`src/rtl/ram64kb_arbiter.sv`:
```
// Round-robin arbiter and sequencer that shares one 64K x 8 single-port RAM
// between two req/ack requesters; every grant becomes exactly one RAM access.
module ram64kb_arbiter #(
    parameter int READ_LATENCY = 1
) (
    input  logic        clk,
    input  logic        reset,

    input  logic        req0,
    input  logic        rw0,
    input  logic [15:0] addr0,
    input  logic [7:0]  wdata0,
    output logic        ack0,
    output logic [7:0]  rdata0,

    input  logic        req1,
    input  logic        rw1,
    input  logic [15:0] addr1,
    input  logic [7:0]  wdata1,
    output logic        ack1,
    output logic [7:0]  rdata1,

    output logic        ram_enable,
    output logic        ram_readWrite,
    output logic [15:0] ram_addr,
    output logic [7:0]  ram_dataIn,
    input  logic [7:0]  ram_dataOut,

    output logic        busy,
    output logic        grant_id
);

    localparam logic [2:0] LAT = 3'(READ_LATENCY);

    typedef enum logic [1:0] {
        S_IDLE,
        S_ISSUE,
        S_WAIT,
        S_RESP
    } state_t;

    state_t      r_state;
    state_t      w_next_state;

    logic        r_rw;
    logic [15:0] r_addr;
    logic [7:0]  r_wdata;
    logic        r_grant;
    logic        r_last_grant;
    logic [2:0]  r_wait_cnt;
    logic [7:0]  r_rdata0;
    logic [7:0]  r_rdata1;

    logic        w_any_req;
    logic        w_winner;
    logic        w_start;
    logic        w_capture;
    logic        w_sel_rw;
    logic [15:0] w_sel_addr;
    logic [7:0]  w_sel_wdata;

    // On a tie the requester that did not win last time takes the RAM.
    assign w_any_req   = req0 | req1;
    assign w_winner    = (req0 && req1) ? ~r_last_grant : req1;
    assign w_start     = (r_state == S_IDLE) && w_any_req;
    assign w_capture   = (r_state == S_WAIT) && (r_wait_cnt == 3'd1);

    assign w_sel_rw    = w_winner ? rw1    : rw0;
    assign w_sel_addr  = w_winner ? addr1  : addr0;
    assign w_sel_wdata = w_winner ? wdata1 : wdata0;

    always_ff @(posedge clk) begin
        if (reset) begin
            r_state <= S_IDLE;
        end else begin
            r_state <= w_next_state;
        end
    end

    always_comb begin
        w_next_state  = r_state;
        ram_enable    = 1'b0;
        ram_readWrite = 1'b0;
        ram_addr      = '0;
        ram_dataIn    = '0;
        ack0          = 1'b0;
        ack1          = 1'b0;
        case (r_state)
            S_IDLE: begin
                if (w_any_req) begin
                    w_next_state = S_ISSUE;
                end
            end
            S_ISSUE: begin
                ram_enable    = 1'b1;
                ram_readWrite = r_rw;
                ram_addr      = r_addr;
                ram_dataIn    = r_wdata;
                w_next_state  = r_rw ? S_WAIT : S_RESP;
            end
            S_WAIT: begin
                if (r_wait_cnt == 3'd1) begin
                    w_next_state = S_RESP;
                end
            end
            S_RESP: begin
                ack0         = ~r_grant;
                ack1         = r_grant;
                w_next_state = S_IDLE;
            end
            default: begin
                w_next_state = S_IDLE;
            end
        endcase
    end

    // Request fields are frozen at grant time so later changes on the
    // requester side cannot disturb the access in flight.
    always_ff @(posedge clk) begin
        if (reset) begin
            r_rw         <= 1'b0;
            r_addr       <= '0;
            r_wdata      <= '0;
            r_grant      <= 1'b0;
            r_last_grant <= 1'b1;
        end else if (w_start) begin
            r_rw         <= w_sel_rw;
            r_addr       <= w_sel_addr;
            r_wdata      <= w_sel_wdata;
            r_grant      <= w_winner;
            r_last_grant <= w_winner;
        end
    end

    always_ff @(posedge clk) begin
        if (reset) begin
            r_wait_cnt <= '0;
        end else if (r_state == S_ISSUE) begin
            r_wait_cnt <= LAT;
        end else if (r_state == S_WAIT) begin
            r_wait_cnt <= r_wait_cnt - 3'd1;
        end
    end

    // Read data is captured as-is, unknowns included, on the last wait cycle.
    always_ff @(posedge clk) begin
        if (reset) begin
            r_rdata0 <= '0;
            r_rdata1 <= '0;
        end else if (w_capture) begin
            if (r_grant) begin
                r_rdata1 <= ram_dataOut;
            end else begin
                r_rdata0 <= ram_dataOut;
            end
        end
    end

    assign rdata0   = r_rdata0;
    assign rdata1   = r_rdata1;
    assign busy     = (r_state != S_IDLE);
    assign grant_id = r_grant;

endmodule
```
`config.mk`:
```
export PLATFORM = sky130hd
export DESIGN_NAME = ram64kb_arbiter
export DESIGN_NICKNAME = d
export VERILOG_FILES = /design/src/rtl/ram64kb_arbiter.sv
export SDC_FILE = /design/constraint.sdc
export NUM_CORES = 1
export LEC_CHECK = 0
export CAP_MARGIN = 5
export CORE_UTILIZATION = 35
export CTS_CLUSTER_DIAMETER = 80
export DETAILED_ROUTE_END_ITERATION = 8
export PLACE_DENSITY_LB_ADDON = 0.12
export SLEW_MARGIN = 20
export SYNTH_ARGS = -nofsm -noshare
export SYNTH_HDL_FRONTEND = slang
export SYNTH_SLANG_ARGS = --single-unit
```
`constraint.sdc`:
```
create_clock -name clk -period 1.82 [get_ports clk]
set_input_delay 0.364 -clock clk [delete_from_list [all_inputs] [get_ports clk]]
set_output_delay 0.364 -clock clk [all_outputs]
set_load 0.005 [all_outputs]
```
## After elaboration in Yosys (flattened, before gate mapping)

Cells that the tools add are included.

| storage, ports and cells | value |
|---|---|
| flip-flop bits (word level) | 48 |
| bits in latches | 0 |
| bits in writable memories | 0 |
| bits in read-only memories | 0 |
| input port bits | 62 |
| output and inout port bits | 46 |
| logic and storage cells | 46 |
| memories | 0 |

| cells by class | value |
|---|---|
| $add $sub $neg | 1 |
| $mul | 0 |
| div/mod/pow operators | 0 |
| magnitude comparators | 0 |
| equal/unequal tests | 6 |
| shift-type cells | 0 |
| multiplexer cells | 16 |
| bitwise operators | 3 |
| reduce and logical (&&, ||, !) cells | 10 |

Operator list:

| kind | count |
|---|---|
| 2-to-1 mux 16 bit | 2 |
| 2-to-1 mux 8 bit | 2 |
| 2-to-1 mux 1 bit | 9 |
| one-hot mux 2 bit (4 select lines) | 1 |
| AND reduction 2 bit | 3 |
| equality test 2 bit (second input constant) | 2 |
| 2-to-1 mux 2 bit | 2 |
| inequality test 2 bit (second input constant) | 2 |
| nonzero test 2 bit | 2 |
| equality test 3 x 1 -> 1 bit (second input constant) | 1 |
| logical AND 1 bit | 3 |
| subtractor 3 x 1 -> 3 bit (second input constant) | 1 |
| equality test 2 x 1 -> 1 bit (second input constant) | 1 |
| zero test 2 bit | 1 |
| NOT 1 bit | 2 |
| OR reduction 2 bit | 1 |
| OR 1 bit | 1 |

## Logic depth before layout (Yosys ltp)

Gate-level depths: netlist of run 1.

| logic depth | value |
|---|---|
| word-level depth | 3 |
| mapped depth | 7 |
| mapped depth without buffers | 5 |

## Worst setup path after synthesis of run 1

OpenSTA, ideal clock, no wires.

| timing path | value |
|---|---|
| kind | reg-to-reg |
| from | register r_state[0] |
| to | register r_rdata0[0], in the netlist rdata0[0] |
| setup time | 0.128 ns |
| arrival time | 1.419 ns |
| data required time | 1.692 ns |
| path slack | 0.274 ns |
| cell stages (with the launch flop) | 8 |
| path buffers | 2 |
| period minus slack after synthesis | 1.546 ns |
| cell sequence | dfxtp_1 > inv_1 > ha_1 > buf_2 > nor4bb_1 > buf_2 > mux2i_1 > nor2_1 |

| between the ends | value |
|---|---|
| longest elaborated chain between the ends | 3 |

RTL lines:

| item | line | source |
|---|---|---|
| from (decl) | 42 | `state_t r_state;` |
| from (signal assigned) | 76 | `r_state <= w_next_state;` |
| equality test 2 bit | 66 | `assign w_capture = (r_state == S_WAIT) && (r_wait_cnt == 3'd1);` |
| logical AND 1 bit | 66 |  |
| AND reduction 2 bit (no line) | - |  |
| to (signal assigned) | 154 | `r_rdata0 <= ram_dataOut;` |
| to (decl) | 51 | `logic [7:0] r_rdata0;` |

Every way passes these cells.
A chain may end at the register's enable or synchronous reset.

## Worst setup path after layout of run 1

| timing path | value |
|---|---|
| from | register r_state[1] |
| to | output port ram_dataIn[1] |

| between the ends | value |
|---|---|
| longest elaborated chain between the ends | 2 |

RTL lines:

| item | line | source |
|---|---|---|
| equality test 2 x 1 -> 1 bit | 88 | `case (r_state)` |
| 2-to-1 mux 8 bit | 88 |  |
| to (decl) | 26 | `output logic [7:0] ram_dataIn,` |

Every way passes these cells.

==> impl_metrics.ini, run 1 <==
[outcome]
outcome = finished with violations
violated_checks = DRC

[yosys]
synth-edff-count = 0
synth_common_cells = dfxtp_1 (48), nand2_1 (43), nor2_1 (37), a21oi_1 (34), and2_1 (26)
synth.most_common_cell = dfxtp_1
async_flop_share = 0
synthesis.area_um2 = 2400
ys_ff_latch = 48
synth_seq_area_share = 0.401
syn_area_per_cell_um2 = 8.53
netlist_instances = 281
net_count_synth = 351
synthDominantCellAreaShare = 0.401
postSynth.topFlopCell = dfxtp_1
synth.area.top_cells = dfxtp_1 (40%), a211oi_2 (9.9%), a21oi_1 (7.1%)
ys.warnings.count = 0
ys_types = 31
synth_largest_area_cell = dfxtp_1

[worst_setup_path]
required_ps = 1460
r2r_slack_ps = 210
r2r.worst_path.cells = 7
timing.critical_path.fanout_max = 8
crit_start = r_state[1]$_SDFFE_PP0P_
timing.setup.critical_path_class = reg2out
timing.critical_path.to = ram_dataIn[1]
r2r_end = rdata0[4]$_SDFFE_PP0P_
critical_path.endpoint_type = output pin
critical_path.reg2reg.startpoint = r_state[0]$_SDFFE_PP0P_
critical_path_source_type = flop
worst_path_arrival_ps = 1410

[global_routing]
grt_most_used_layer = met2
grt_overflow_total = 0
met1_usage = 0.236
first_pass_grt_wire_length_um = 10800
grt_antenna_before_repair = 0
global_route.usage.met3 = 0.0433
met2_track_demand_over_resource_in_global_routing = 0.324
groute.usage.overall = 0.187
vias_in_the_first_global_route = 2294
grt_max_degree = 25

[cts]
cts_hold_repair.buffers = 0
clock_sink_count = 48
clock_latency_on_the_worst_skew_pair_ps = 300
cts_htree_levels = 2
clockBufferDepth = 2
cts_tree = built
tritoncts.num_buffers = 5
clk_root_buffer_cell = clkbuf_8
clk_pin_slew_worst_paths_ps = 90

[floorplanning]
start_util = 0.369
die-width_um = 84.8
ios = 108
die_area_um2 = 7180
core_area_um2 = 6490
dieHeight_um = 84.8
num_rows = 29

[run]
timing.max_cap.violations = 0

[power_and_ir_drop]
power.density_cell_area_nw_per_um2 = 1180
cellLeakagePower_nw = 1.55
internal-power_w = 0.00280
share_clk_of_total_power = 0.154
switching_share = 0.367
comb_power_share = 0.517
power.ir.vdd_worst_mv = 0.687
sequentialPowerShare = 0.329
p_switching_w = 0.00162

[placed_design]
dpl_cell_area_um2 = 3650
place_hpwl_um = 4600
globalplace.congestion = 0.747
io_buffers = 107
dp.cells = 461

[timing]
timing.setup.tns_ps = 0
worstMarginPinSlew_ps = 340
final.setup_skew_ps = 5.63
finalHoldViolCount = 0
max-slew-margin-rel = 0.768
clock_period_minus_final_worst_setup_slack_ps = 1780
grt_setup_unrepaired = no
achievable-frequency_mhz = 563
final_max_slew_viol_count = 0
layout_worst_path_cycle_share = 0.976
finalSetupViolations = 0

[drt]
postRouteWirelength_um = 6570
routed-via-count = 2283
ant_nets = 0
detail_route.iter0.violations = 44
route.detailed.drc = 9
vias_per_cell = 4.83
drt-pass1-iter-count = 7
wire_per_inst_um = 13.9

[final_layout]
synthToLayoutAreaGrowth_pct = 56.8
final_nets = 465
finalNonFillerCells = 473
insertedDiodeCount = 0
final_core_util = 0.579
drive_gt1_frac = 0.184
final_cell_area_um2 = 3760

[hold_path]
min_delay_worst_type = in2reg
holdCritStartpoint = reset
worst min path at each step:
| stage | to | slack (ps) | depth (start not counted) |
|---|---|---|---|
| floorplan | rdata1[0]$_SDFFE_PP0P_ | 450 | 2 |
| global placement | rdata1[3]$_SDFFE_PP0P_ | 440 | 2 |
| detailed placement | rdata1[0]$_SDFFE_PP0P_ | 450 | 2 |
| CTS | rdata0[0]$_SDFFE_PP0P_ | 430 | 2 |
| global route | rdata0[0]$_SDFFE_PP0P_ | 430 | 2 |
| finish | rdata0[0]$_SDFFE_PP0P_ | 420 | 2 |
worst max-delay path, stage by stage, from the launching register on:
cell	delay, ps
dfxtp_2	340
inv_2	50
ha_4	180
buf_12	140
and2_1	140
dlygate4sd2_1	270
power by group through the flow:
stage	logic, W	registers, W	clock network (W)
floorplan	0.00126	0.00144	0
global placement	0.00217	0.00146	0
detailed placement	0.00221	0.00146	0
CTS	0.00231	0.00145	0.000706
global route	0.00252	0.00148	0.000737
finish	0.00228	0.00145	0.000680
kinds of logic after synthesis:
logic type,after synthesis,synth area share
buf+inv,27,0.0569
xor+xnor,1,0.00365
mux,9,0.0376
flops,48,0.401
compound gates,70,0.231
simple gates,118,0.228
fa+ha+maj,8,0.0418
layer usage:
layer,up-vias,wire length [um]
met5,-,0
met4,0,57
met3,6,364
met2,61,3120
met1,1041,3030
li1,1175,-
placed cells by master (no fill, tap or decap), types with 2 or more instances in the layout:
cell	count
a22oi_1	2
buf_4	12
clkbuf_2	9
a21oi_1	34
a211oi_2	19
and2_1	26
clkdlybuf4s50_1	77
buf_2	4
mux2i_1	9
clkbuf_8	6
nand2b_1	3
buf_6	2
dfxtp_2	2
nor3_1	3
nor2_1	37
buf_12	6
dfxtp_1	46
inv_1	4
a211oi_1	7
ha_4	2
dlygate4sd2_1	16
ha_1	5
inv_2	2
nand2_1	43
metrics by stage:
stage               setup WS, ps  hold WS, ps  power [W]
floorplan                    274          453    0.00270
global placement            41.6          442    0.00363
detailed placement          57.9          447    0.00367
CTS                        -63.2          429    0.00447
global route                1.74          427    0.00474
finish                      44.4          422    0.00442
cell type report:
class / count / area (um^2)
inverter: 6 / 22.5
multi-input combinational: 206 / 1330
fill: 608 / 2740
sequential: 48 / 963
tap: 77 / 96.3
clock buffer: 6 / 82.6
clock inverter: 2 / 13.8
timing repair buffer: 128 / 1250
flip-flops by register name, summed over array words and instances (netlist names):
| name | cells |
|---|---|
| r_wait_cnt | 3 |
| grant_id | 1 |
| r_state | 2 |
| rdata0 | 8 |
| r_last_grant | 1 |
| r_wdata | 8 |
| r_rw | 1 |
| r_addr | 16 |
| rdata1 | 8 |
repair_timing:
item                                    CTS  global route
endpoints found under the setup margin   29            13
setup buffers                             3             0
pin swaps                                 1             1
gates resized for setup                  58            11
cloned                                    1             0
No activity file was read; power rests on OpenSTA's default activity.
==> run 2: changes to the inputs <==
- GPL_TIMING_DRIVEN: default -> 1
- HOLD_SLACK_MARGIN: default -> 0.05
==> results of run 2 <==
The final DEF is identical to that of run 1; final timing and power are the same.
